File: src/rtl/apb_pkg.sv
// Shared types for the APB4 master bridge: FSM states, the captured request and bus widths.
package apb_pkg;

   localparam int APB_ADDR_W = 32;
   localparam int APB_DATA_W = 32;
   localparam int APB_STRB_W = APB_DATA_W / 8;

   typedef enum logic [1:0] {
      ST_IDLE,
      ST_SETUP,
      ST_ACCESS,
      ST_RESP
   } apb_mst_state_e;

   typedef struct packed {
      logic [APB_ADDR_W-1:0] addr;
      logic                  write;
      logic [APB_DATA_W-1:0] wdata;
      logic [APB_STRB_W-1:0] strb;
   } apb_req_t;

   // Loads never present byte strobes on the bus.
   function automatic apb_req_t apb_req_pack(
      input logic [APB_ADDR_W-1:0] addr,
      input logic                  write,
      input logic [APB_DATA_W-1:0] wdata,
      input logic [APB_STRB_W-1:0] strb
   );
      apb_req_t req;
      req.addr  = addr;
      req.write = write;
      req.wdata = wdata;
      req.strb  = write ? strb : '0;
      return req;
   endfunction

endpackage

File: src/rtl/apb_master_bridge.sv
// CPU valid/ready to APB4 requester, one outstanding transfer, fully registered outputs.
// Define APB_MASTER_TIMEOUT_EN to bound ACCESS wait states and expose timeout_seen.
module apb_master_bridge
   import apb_pkg::*;
#(
   parameter int ADDR_W         = APB_ADDR_W,
   parameter int DATA_W         = APB_DATA_W,
   parameter int TIMEOUT_CYCLES = 256
) (
   input  logic                pclk,
   input  logic                preset,
   input  logic                req_valid,
   output logic                req_ready,
   input  logic [ADDR_W-1:0]   req_addr,
   input  logic                req_write,
   input  logic [DATA_W-1:0]   req_wdata,
   input  logic [DATA_W/8-1:0] req_wstrb,
   output logic                rsp_valid,
   input  logic                rsp_ready,
   output logic [DATA_W-1:0]   rsp_rdata,
   output logic                rsp_err,
   output logic [ADDR_W-1:0]   m_paddr,
   output logic                m_pwrite,
   output logic [DATA_W-1:0]   m_pwdata,
   output logic [DATA_W/8-1:0] m_pstrb,
   output logic                m_psel,
   output logic                m_penable,
   input  logic                m_pready,
   input  logic [DATA_W-1:0]   m_prdata,
`ifdef APB_MASTER_TIMEOUT_EN
   output logic                timeout_seen,
`endif
   input  logic                m_pslverr
);

   // The request register is the packed package struct, so widths must match it.
   if (ADDR_W != APB_ADDR_W || DATA_W != APB_DATA_W || TIMEOUT_CYCLES < 2) begin : g_bad_cfg
      $error("apb_master_bridge: unsupported parameter set");
   end

   apb_mst_state_e         state_q, state_d;
   apb_req_t               req_q, req_d;
   logic [DATA_W-1:0]      rsp_rdata_q, rsp_rdata_d;
   logic                   rsp_err_q, rsp_err_d;
   logic                   req_ready_q, rsp_valid_q, psel_q, penable_q;

`ifdef APB_MASTER_TIMEOUT_EN
   localparam int CNT_W = $clog2(TIMEOUT_CYCLES + 1);
   logic [CNT_W-1:0]       wait_cnt_q, wait_cnt_d;
   logic                   timeout_seen_q, timeout_seen_d;
`endif

   // NOTE: every variable gets its hold value before the case, so no path leaves one unassigned and no latch is inferred.
   always_comb begin
      state_d     = state_q;
      req_d       = req_q;
      rsp_rdata_d = rsp_rdata_q;
      rsp_err_d   = rsp_err_q;
`ifdef APB_MASTER_TIMEOUT_EN
      wait_cnt_d     = wait_cnt_q;
      timeout_seen_d = timeout_seen_q;
`endif
      case (state_q)
         ST_IDLE: begin
            if (req_valid && req_ready_q) begin
               req_d   = apb_req_pack(req_addr, req_write, req_wdata, req_wstrb);
               state_d = ST_SETUP;
`ifdef APB_MASTER_TIMEOUT_EN
               wait_cnt_d = '0;
`endif
            end
         end
         ST_SETUP: state_d = ST_ACCESS;
         ST_ACCESS: begin
            // A completing PREADY wins over a timeout landing in the same cycle.
            if (m_pready) begin
               rsp_rdata_d = (req_q.write || m_pslverr) ? '0 : m_prdata;
               rsp_err_d   = m_pslverr;
               state_d     = ST_RESP;
            end
`ifdef APB_MASTER_TIMEOUT_EN
            else if (wait_cnt_q == CNT_W'(TIMEOUT_CYCLES - 1)) begin
               rsp_rdata_d    = '0;
               rsp_err_d      = 1'b1;
               timeout_seen_d = 1'b1;
               state_d        = ST_RESP;
            end else begin
               wait_cnt_d = wait_cnt_q + CNT_W'(1);
            end
`endif
         end
         ST_RESP: if (rsp_ready) state_d = ST_IDLE;
         default: state_d = ST_IDLE;
      endcase
   end

   // NOTE: sequential state uses non-blocking assignments so every flop samples pre-edge values.
   always_ff @(posedge pclk) begin
      if (preset) begin
         state_q     <= ST_IDLE;
         req_q       <= '0;
         rsp_rdata_q <= '0;
         rsp_err_q   <= 1'b0;
         req_ready_q <= 1'b0;
         rsp_valid_q <= 1'b0;
         psel_q      <= 1'b0;
         penable_q   <= 1'b0;
`ifdef APB_MASTER_TIMEOUT_EN
         wait_cnt_q     <= '0;
         timeout_seen_q <= 1'b0;
`endif
      end else begin
         state_q     <= state_d;
         req_q       <= req_d;
         rsp_rdata_q <= rsp_rdata_d;
         rsp_err_q   <= rsp_err_d;
         // Handshake and bus controls are decoded from the next state so they leave a flop.
         req_ready_q <= (state_d == ST_IDLE);
         rsp_valid_q <= (state_d == ST_RESP);
         psel_q      <= (state_d == ST_SETUP) || (state_d == ST_ACCESS);
         penable_q   <= (state_d == ST_ACCESS);
`ifdef APB_MASTER_TIMEOUT_EN
         wait_cnt_q     <= wait_cnt_d;
         timeout_seen_q <= timeout_seen_d;
`endif
      end
   end

   assign req_ready = req_ready_q;
   assign rsp_valid = rsp_valid_q;
   assign rsp_rdata = rsp_rdata_q;
   assign rsp_err   = rsp_err_q;
   assign m_paddr   = req_q.addr;
   assign m_pwrite  = req_q.write;
   assign m_pwdata  = req_q.wdata;
   assign m_pstrb   = req_q.strb;
   assign m_psel    = psel_q;
   assign m_penable = penable_q;
`ifdef APB_MASTER_TIMEOUT_EN
   assign timeout_seen = timeout_seen_q;
`endif

endmodule
File: config.mk
export PLATFORM = sky130hd
export DESIGN_NAME = apb_master_bridge
export DESIGN_NICKNAME = d
export VERILOG_FILES = /design/src/rtl/apb_pkg.sv /design/src/rtl/apb_master_bridge.sv
export SDC_FILE = /design/constraint.sdc
export NUM_CORES = 1
export LEC_CHECK = 0
export ABC_CLOCK_PERIOD_IN_PS = 2100
export CAP_MARGIN = 20
export CORE_MARGIN = 2
export CORE_UTILIZATION = 25
export CTS_CLUSTER_DIAMETER = 120
export DETAILED_ROUTE_END_ITERATION = 12
export DONT_BUFFER_PORTS = 1
export PLACE_DENSITY = 0.41
export RECOVER_POWER = 100
export SLEW_MARGIN = 20
export SYNTH_ARGS = -nofsm -noshare
export SYNTH_HDL_FRONTEND = slang
export SYNTH_SLANG_ARGS = --single-unit
File: constraint.sdc
create_clock -name pclk -period 2.1 [get_ports pclk]
set_input_delay 0.21 -clock pclk [delete_from_list [all_inputs] [get_ports pclk]]
set_output_delay 0.21 -clock pclk [all_outputs]
set_load 0.005 [all_outputs]
==> impl_metrics.py, run 1 <==
metrics = {
    "pwr": {
        "internal_power_uw": 3315,
        "power_leakage_uw": 0.001848,
        "clkPwrFrac_pct": 38.6,
        "power.share.sequential_pct": 50.7,
        "combinationalPowerShare_pct": 10.7,
        "worst_ir_drop_vdd_uv": 416.4,
        "sw_frac_of_total_pct": 25.17,
        "powerDensity_mw_per_mm2": 826.4,
        "total_switching_power_uw": 1115,
    },
    "floorplanning": {
        "dieArea_mm2": 0.01671,
        "initial_core_util_pct": 25.72,
        "core_area_mm2": 0.01526,
        "die_x_um": 129.3,
        "num_io_pins": 213,
        "die_h_um": 129.3,
        "core.rowCount": 45,
    },
    "placed_design": {
        "globalplace.congestion": 0.6655,
        "postPlaceCellArea_mm2": 0.004076,
        "detailed_place_hpwl_um": 7124,
        "post-place-ws_ns": 0.5314,
        "numPortBuffers": 0,
    },
    "clock_network": {
        "path_clk_slew_ns": 0.07,
        "clkLatencyLatePin_ns": 0.35,
        "cts_max_path_buffers": 2,
        "cts_inserted_buffers": 9,
        "num_clock_sinks": 108,
        "clock_tree.root_cell": "sky130_fd_sc_hd__clkbuf_16",
        "max_h_tree_level": 3,
        "cts_tree": "done",
        "cts_resized": 0,
    },
    "routing": {
        "via_per_inst": 4.478,
        "initialDrtViolationCount": 162,
        "route.final.wire_length_um": 11080,
        "vias": 3435,
        "detail_route.drc_violations": 0,
        "drt_pass1_iterations": 4,
        "drtAntennaViolNets": 0,
        "wire_per_inst_um": 14.45,
    },
    "timing": {
        "fin_crit_ns": 1.849,
        "unrepaired_setup_endpoints_after_global_routing": "false",
        "timing.final.setup_violations": 0,
        "clock_skew_ns": 0.006837,
        "achievable-frequency_ghz": 0.5409,
        "final_hold_viol_count": 0,
        "layout_worst_path_cycle_share_pct": 88.03,
        "slew_viol_final": 0,
        "slew_headroom_pct": 62.47,
        "setup_total_negative_slack_ns": 0,
        "worst-slew-pin-transition_ns": 0.5630,
        "final.setup.worst_slack_ns": 0.2513,
    },
    "synth": {
        "post_synth_inst_count": 472,
        "post_synth_net_total": 582,
        "yosys_warnings": 0,
        "seq_area_frac_synth_pct": 55.10,
        "ys_types": 22,
        "register_bit_total_from_synthesis": 108,
        "syn-cell-area_mm2": 0.003924,
        "postSynthAreaPerCell_um2": 8.313,
    },
    "global_routing": {
        "track_usage_pct": 12.93,
        "grt_antenna_before_repair": 0,
        "grt_first_pass_wirelength_um": 16790,
        "grt_pass1_vias": 3305,
        "global_route.overflow_total": 0,
        "pin_count_of_the_biggest_net_entering_global_routing": 77,
    },
    "job": {
        "max-cap-violations": 0,
    },
    "layout": {
        "fin_area_mm2": 0.005360,
        "final_cell_mix": "sky130_fd_sc_hd__nand2_1, sky130_fd_sc_hd__dfxtp_1, sky130_fd_sc_hd__dlygate4sd3_1",
        "layout-drive-gt1-share_pct": 5.036,
        "area.growth.synth_to_final_pct": 36.61,
        "num-nets-final": 661,
        "most_frequent_standard_cell_in_the_layout_excluding_fill_and_tap_cells": "sky130_fd_sc_hd__nand2_1",
        "n_antenna_cell": 0,
    },
    "setup_path": {
        "path_cells": "and4bb_2, buf_4, nand2_1, a21oi_1, dlygate4sd3_1",
        "largest_stage_delay_on_the_critical_path_ns": 0.55,
        "timing.critical_path.slowest_stage_cell": "sky130_fd_sc_hd__dlygate4sd3_1",
        "worst_setup_path_start_kind": "register",
        "timing.critical_path.fanout_max": 18,
        "cp-end-kind": "register",
        "critPathRequiredTime_ns": 2.39,
        "category_of_the_most_critical_setup_path": "reg -> reg",
        "cp_data_arrival_time_ns": 2.14,
    },
    "hold_path": {
        "hold_class": "in -> reg",
    },
    "run_status": {
        "outcome": "completed",
    },
}
-- layout make-up --
cell class,instances,area [um^2]
Inverter,2,7.507
Timing Repair Buffer,106,1044
Clock inverter,7,76.32
Clock buffer,9,225.2
Fill cell,1579,9898
Sequential cell,108,2162
Multi-Input combinational cell,324,1582
Tap cell,211,264.0
-- synth_stat cells --
| library cell | instances | area [um^2] |
|---|---|---|
| sky130_fd_sc_hd__nand2b_1 | 32 | 200.2 |
| sky130_fd_sc_hd__o2bb2ai_1 | 1 | 8.760 |
| sky130_fd_sc_hd__a21o_1 | 1 | 7.510 |
| sky130_fd_sc_hd__buf_1 | 1 | 3.750 |
| sky130_fd_sc_hd__nor2b_1 | 5 | 31.28 |
| sky130_fd_sc_hd__mux2i_1 | 2 | 20.02 |
| sky130_fd_sc_hd__nor2_1 | 2 | 7.510 |
| sky130_fd_sc_hd__and4bb_2 | 1 | 12.51 |
| sky130_fd_sc_hd__a21oi_1 | 70 | 350.3 |
| sky130_fd_sc_hd__dfxtp_1 | 108 | 2162 |
| sky130_fd_sc_hd__ha_1 | 3 | 37.54 |
| sky130_fd_sc_hd__o21ai_1 | 5 | 25.02 |
| sky130_fd_sc_hd__nand2_1 | 134 | 503.0 |
| sky130_fd_sc_hd__nand3_1 | 37 | 185.2 |
| sky130_fd_sc_hd__and3b_1 | 1 | 8.760 |
| sky130_fd_sc_hd__buf_4 | 9 | 67.56 |
| sky130_fd_sc_hd__o21ai_0 | 28 | 140.1 |
| sky130_fd_sc_hd__nand4bb_1 | 1 | 11.26 |
| sky130_fd_sc_hd__buf_2 | 15 | 75.07 |
| sky130_fd_sc_hd__clkbuf_1 | 13 | 48.80 |
| sky130_fd_sc_hd__inv_1 | 2 | 7.510 |
| sky130_fd_sc_hd__nor3_2 | 1 | 10.01 |
-- per-layer routing --
layer,routed length (um),GRT usage [%]
met1,4451,14.34
met2,5328,21.89
met3,1052,5.450
met4,251,5.307
met5,0,0
-- power by group through the flow --
stage,sequential (uW),clock [uW],combinational [uW]
after detailed placement,2300,0,311
after floorplan,2260,0,286
after global routing,2260,1860,539
after global placement,2300,0,298
after CTS,2250,1790,489
final,2250,1710,475
-- path summary, 6_finish.rpt --
path	startpoint	end	slack [ns]	cells past startpoint
worst max register to register	state_q[1]	m_paddr[12]	0.25	5
worst max-delay path	state_q[1]	m_paddr[12]	0.25	5
worst min-delay path	req_addr[13]	m_paddr[13]	0.02	2
worst min register to register	m_paddr[18]	m_paddr[18]	0.48	2
-- cells by family (layout without fill, tap and decap cells) --
group                    after synthesis  after routing  synth area share, %
flip-flops                           108            108                55.10
AND/OR/NAND/NOR                      214            214                24.71
buffers and inverters                 40            124                5.166
AO/OA/AOI/OAI                        105            105                13.55
multiplexers                           2              2               0.5102
adder cells (fa/ha/maj)                3              3               0.9567
-- worst max-delay path, delay by kind of cell, from the launching register on --
kind / cells / cell delay, ns
compound gates: 1 / 0.12
buf+inv: 2 / 0.82
simple gates: 2 / 0.48
flops: 1 / 0.37
-- repair_timing --
item	in CTS	in global routing
hold endpoints to repair	108	0
hold buffers	98	0
buffers inserted	0	0
-- state kept, by name, indices dropped and copies added (netlist names) --
signal,cells
m_paddr,32
m_pwdata,32
rsp_rdata,32
m_pstrb,4
state_q,2
m_penable,1
m_psel,1
m_pwrite,1
req_ready,1
rsp_err,1
rsp_valid,1
-- per-stage QoR --
| stage | instances | utilization [%] | hold slack, ns | total power, uW |
|---|---|---|---|---|
| after floorplan | 472 | - | 0.3404 | 2548 |
| after detailed placement | 653 | 26.72 | 0.2893 | 2608 |
| final | 767 | 35.13 | 0.01551 | 4429 |
| after CTS | 767 | 35.24 | 0.0002087 | 4524 |
| after global routing | 767 | 35.13 | 0.01982 | 4662 |
| after global placement | 653 | 26.72 | 0.2904 | 2597 |
Note: power is estimated with default switching activity, not from simulation.
==> inputs of run 2 (changes only) <==
--- a/config.mk
+++ b/config.mk
@@ -7,14 +7,13 @@
 export LEC_CHECK = 0
 export ABC_CLOCK_PERIOD_IN_PS = 2100
 export CAP_MARGIN = 20
-export CORE_MARGIN = 2
 export CORE_UTILIZATION = 25
 export CTS_CLUSTER_DIAMETER = 120
 export DETAILED_ROUTE_END_ITERATION = 12
 export DONT_BUFFER_PORTS = 1
+export GPL_TIMING_DRIVEN = 0
 export PLACE_DENSITY = 0.41
 export RECOVER_POWER = 100
-export SLEW_MARGIN = 20
 export SYNTH_ARGS = -nofsm -noshare
 export SYNTH_HDL_FRONTEND = slang
 export SYNTH_SLANG_ARGS = --single-unit
==> impl_metrics.py, run 2 (synthesis results as in run 1) <==
metrics = {
    "floorplanning": {
        "die_h_um": 127.3,
        "dieArea_mm2": 0.01620,
        "core.rowCount": 45,
        "die_x_um": 127.3,
        "num_io_pins": 213,
        "core_area_mm2": 0.01526,
        "initial_core_util_pct": 25.72,
    },
    "layout": {
        "most_frequent_standard_cell_in_the_layout_excluding_fill_and_tap_cells": "sky130_fd_sc_hd__nand2_1",
        "n_antenna_cell": 0,
        "fillers": 1604,
        "num-nets-final": 687,
        "fin_area_mm2": 0.005393,
        "area_of_the_multi_input_gates_mm2": 0.001559,
        "final_cell_mix": "sky130_fd_sc_hd__nand2_1, sky130_fd_sc_hd__dfxtp_1, sky130_fd_sc_hd__dlygate4sd3_1",
        "layout-drive-gt1-share_pct": 5.842,
        "regArea_mm2": 0.002162,
        "area.growth.synth_to_final_pct": 37.44,
    },
    "run_status": {
        "outcome": "completed",
    },
    "clock_network": {
        "cts_tree": "done",
        "clkLatencyLatePin_ns": 0.34,
        "path_clk_slew_ns": 0.07,
        "cts_inserted_buffers": 9,
        "max_h_tree_level": 3,
        "cts_max_path_buffers": 2,
        "num_clock_sinks": 108,
        "clock_tree.root_cell": "sky130_fd_sc_hd__clkbuf_16",
    },
    "routing": {
        "vias": 3511,
        "initialDrtViolationCount": 98,
        "wire_per_inst_um": 14.51,
        "detail_route.drc_violations": 0,
        "via_per_inst": 4.427,
        "route.final.wire_length_um": 11500,
        "drt_pass1_iterations": 4,
        "drtAntennaViolNets": 0,
    },
    "timing": {
        "slew_headroom_pct": 68.01,
        "clock_skew_ns": 0.007080,
        "timing.final.setup_violations": 0,
        "fin_crit_ns": 1.807,
        "achievable-frequency_ghz": 0.5534,
        "final_hold_viol_count": 0,
        "layout_worst_path_cycle_share_pct": 86.04,
        "slew_viol_final": 0,
        "worst-slew-pin-transition_ns": 0.4798,
        "final.setup.worst_slack_ns": 0.2931,
        "unrepaired_setup_endpoints_after_global_routing": "false",
        "setup_total_negative_slack_ns": 0,
    },
    "global_routing": {
        "global_route.overflow_total": 0,
        "pin_count_of_the_biggest_net_entering_global_routing": 19,
        "grt_antenna_before_repair": 0,
        "track_usage_pct": 14.16,
        "grt_first_pass_wirelength_um": 17710,
        "grt_pass1_vias": 3425,
    },
    "hold_path": {
        "min-delay-start": "req_write",
        "hold_class": "in -> reg",
    },
    "pwr": {
        "total_switching_power_uw": 1148,
        "clkPwrFrac_pct": 36.7,
        "internal_power_uw": 3207,
        "worst_ir_drop_vdd_uv": 343.5,
        "power.share.sequential_pct": 51.6,
        "sw_frac_of_total_pct": 26.36,
        "power_leakage_uw": 0.001881,
        "powerDensity_mw_per_mm2": 807.5,
        "combinationalPowerShare_pct": 11.7,
    },
    "setup_path": {
        "timing.critical_path.fanout_max": 10,
        "path_cells": "and4bb_2, buf_4, clkbuf_2, a21o_1, ha_1, nor2b_1",
        "timing.critical_path.slowest_stage_cell": "sky130_fd_sc_hd__dfxtp_1",
        "cp.buffers_inverters": 2,
        "category_of_the_most_critical_setup_path": "reg -> reg",
        "cp-end-kind": "register",
        "cp_top_family": "flip-flops",
        "largest_stage_delay_on_the_critical_path_ns": 0.45,
        "worst_setup_path_start_kind": "register",
        "critPathRequiredTime_ns": 2.33,
        "worst_r2r_startpoint": "state_q[1]",
        "worstSetupStartpoint": "state_q[1]",
        "cp_data_arrival_time_ns": 2.04,
    },
    "placed_design": {
        "postPlaceCellArea_mm2": 0.004188,
        "numPortBuffers": 0,
        "globalplace.congestion": 0.6451,
        "detailed_place_hpwl_um": 8100,
        "post-place-ws_ns": 0.3587,
    },
    "job": {
        "max-cap-violations": 0,
    },
}
## run 2: final cells by class
class / count / area share [%]
Timing Repair Buffer: 94 / 17.45
Clock buffer: 9 / 4.176
Sequential cell: 108 / 40.09
Buffer: 38 / 3.341
Tap cell: 211 / 4.896
Inverter: 2 / 0.1392
Multi-Input combinational cell: 324 / 28.91
Clock inverter: 7 / 0.9977
## run 2: layer usage
metal  part of all wire [%]  wire, um  GRT usage [%]  vias up
met5                      0         0              0        -
met2                     48      5481          24.04      137
li1                       -         -              -     1750
met1                     42      4820          16.02     1613
met4                    1.5       176          5.882        0
met3                    8.9      1027          5.151       11
## run 2: final timing paths
path              cells past startpoint          to  slack [ns]
setup reg to reg                      6      m_psel        0.29
setup / recovery                      6      m_psel        0.29
hold reg to reg                       2  m_paddr[0]        0.48
hold / removal                        2  m_pstrb[1]        0.02
## run 2: stage by stage
step | cells | hold WS, ns | util, % | power, uW
finish | 793 | 0.02326 | 35.34 | 4355
global placement | 683 | 0.3448 | 27.45 | 2660
CTS | 793 | 0.002425 | 35.44 | 4453
detailed placement | 683 | 0.3493 | 27.45 | 2673
global route | 793 | 0.005287 | 35.34 | 4600
floorplan | 472 | 0.3404 | - | 2548
## run 2: power by group through the flow
stage | Sequential, uW | Combinational (uW) | Clock, uW
6_report | 2250 | 509 | 1600
5_1_grt | 2260 | 576 | 1770
4_1_cts | 2250 | 523 | 1680
3_5_place_dp | 2300 | 378 | 0
3_3_place_gp | 2290 | 366 | 0
2_1_floorplan | 2260 | 286 | 0
## run 2: timing repair
item                                   in CTS  in global routing
hold buffers                               94                  0
endpoints found under the hold margin      96                  0
gates resized for setup                     0                  0
setup buffers                               0                  0
==> inputs of run 3 (changes only) <==
--- a/config.mk
+++ b/config.mk
@@ -12,6 +12,7 @@
 export DETAILED_ROUTE_END_ITERATION = 12
 export DONT_BUFFER_PORTS = 1
 export GPL_TIMING_DRIVEN = 0
+export MAX_ROUTING_LAYER = met4
 export PLACE_DENSITY = 0.41
 export RECOVER_POWER = 100
 export SYNTH_ARGS = -nofsm -noshare
==> impl_metrics.py, run 3 (synthesis results as in run 1) <==
metrics = {
    "clock_network": {
        "num_clock_sinks": 108,
        "path_clk_slew_ns": 0.07,
        "cts_tree": "done",
        "clkLatencyLatePin_ns": 0.34,
        "clock_tree.root_cell": "sky130_fd_sc_hd__clkbuf_16",
        "cts_inserted_buffers": 9,
        "max_h_tree_level": 3,
        "cts_max_path_buffers": 2,
    },
    "timing": {
        "clock_skew_ns": 0.005483,
        "worst-slew-pin-transition_ns": 0.4820,
        "achievable-frequency_ghz": 0.5527,
        "layout_worst_path_cycle_share_pct": 86.15,
        "fin_crit_ns": 1.809,
        "timing.final.setup_violations": 0,
        "setup_total_negative_slack_ns": 0,
        "unrepaired_setup_endpoints_after_global_routing": "false",
        "slew_viol_final": 0,
        "slew_headroom_pct": 67.87,
        "final_hold_viol_count": 0,
    },
    "placed_design": {
        "detailed_place_hpwl_um": 8100,
        "numPortBuffers": 0,
        "globalplace.congestion": 0.6507,
    },
    "routing": {
        "vias": 3522,
        "detail_route.drc_violations": 0,
        "via_per_inst": 4.441,
        "route.final.wire_length_um": 11510,
        "drt_pass1_iterations": 4,
        "initialDrtViolationCount": 120,
        "wire_per_inst_um": 14.52,
        "drtAntennaViolNets": 0,
    },
    "setup_path": {
        "category_of_the_most_critical_setup_path": "reg -> reg",
        "cp-end-kind": "register",
        "timing.critical_path.fanout_max": 10,
        "worst_setup_path_start_kind": "register",
        "critPathRequiredTime_ns": 2.33,
        "cp_data_arrival_time_ns": 2.04,
        "r2r_setup_slack_ns": 0.29,
    },
    "layout": {
        "num-nets-final": 687,
        "final_cell_mix": "sky130_fd_sc_hd__nand2_1, sky130_fd_sc_hd__dfxtp_1, sky130_fd_sc_hd__dlygate4sd3_1",
        "most_frequent_standard_cell_in_the_layout_excluding_fill_and_tap_cells": "sky130_fd_sc_hd__nand2_1",
        "n_antenna_cell": 0,
        "postLayoutCoreUtil_pct": 35.35,
        "area.growth.synth_to_final_pct": 37.47,
        "layout-drive-gt1-share_pct": 6.014,
    },
    "floorplanning": {
        "core_area_mm2": 0.01526,
        "dieArea_mm2": 0.01620,
        "initial_core_util_pct": 25.72,
        "core.rowCount": 45,
        "num_io_pins": 213,
        "die_x_um": 127.3,
        "die_h_um": 127.3,
    },
    "pwr": {
        "powerDensity_mw_per_mm2": 806.8,
        "worst_ir_drop_vdd_uv": 344.2,
        "power_leakage_uw": 0.001885,
    },
    "global_routing": {
        "track_usage_pct": 14.59,
        "pin_count_of_the_biggest_net_entering_global_routing": 19,
        "global_route.overflow_total": 0,
        "grt_pass1_vias": 3431,
        "grt_first_pass_wirelength_um": 17710,
        "grt_antenna_before_repair": 0,
    },
    "job": {
        "max-cap-violations": 0,
    },
    "hold_path": {
        "hold_class": "in -> reg",
    },
    "run_status": {
        "outcome": "completed",
    },
}
## run 3: report_power, final
part	switching [uW]	internal, uW	leakage (uW)	total [uW]
combinational	264	244	0.000882	509
clock	788	809	0.000128	1600
sequential	92.1	2150	0.000876	2250
## run 3: worst max-delay path: stages, from the launching register on
cell and delay [ns]:
sky130_fd_sc_hd__dfxtp_1 0.45, sky130_fd_sc_hd__and4bb_2 0.25, sky130_fd_sc_hd__buf_4 0.17, sky130_fd_sc_hd__clkbuf_2 0.22, sky130_fd_sc_hd__a21o_1 0.20, sky130_fd_sc_hd__ha_1 0.28, sky130_fd_sc_hd__nor2b_1 0.12
## run 3: area by class of cell
| class | instances | area [um^2] |
|---|---|---|
| plain buffers | 38 | 181.4 |
| multi-input cells | 324 | 1559 |
| well taps | 211 | 264.0 |
| fillers | 1603 | 9864 |
| clock inverters | 7 | 53.80 |
| clock buffers | 9 | 225.2 |
| flip-flops and latches | 108 | 2162 |
| inverters | 2 | 7.507 |
| repair buffers | 94 | 940.9 |
## run 3: routing by layer
layer | GRT usage, % | wire length (um) | vias up
met5 | - | 0 | -
met4 | 5.882 | 165 | 0
met3 | 4.523 | 936 | 10
met2 | 24.04 | 5508 | 136
met1 | 16.44 | 4902 | 1625
li1 | - | - | 1751
## run 3: path summary, 6_finish.rpt
check	from	to	depth (start not counted)
setup / recovery	state_q[1]	m_psel	6
hold / removal	req_write	m_pstrb[0]	2
setup reg to reg	state_q[1]	m_psel	6
hold reg to reg	m_paddr[0]	m_paddr[0]	2
## run 3: timing repair
action | 4_1_cts | 5_1_grt
gates resized for setup | 0 | 0
hold endpoints to repair | 96 | 0
setup buffers | 0 | 0
hold buffers | 94 | 0
## run 3: metrics by stage
step                      instance area (um^2)  std cells  hold WS (ns)  power (uW)  setup slack, ns
final                                     5394        793       0.01945        4352           0.2908
after detailed placement                  4188        683        0.3493        2673           0.3587
after floorplan                           3924        472        0.3404        2548           0.5416
after CTS                                 5408        793      0.002425        4453           0.3464
after global placement                    4188        683        0.3448        2660           0.3582
after global routing                      5394        793      0.005397        4602           0.1461
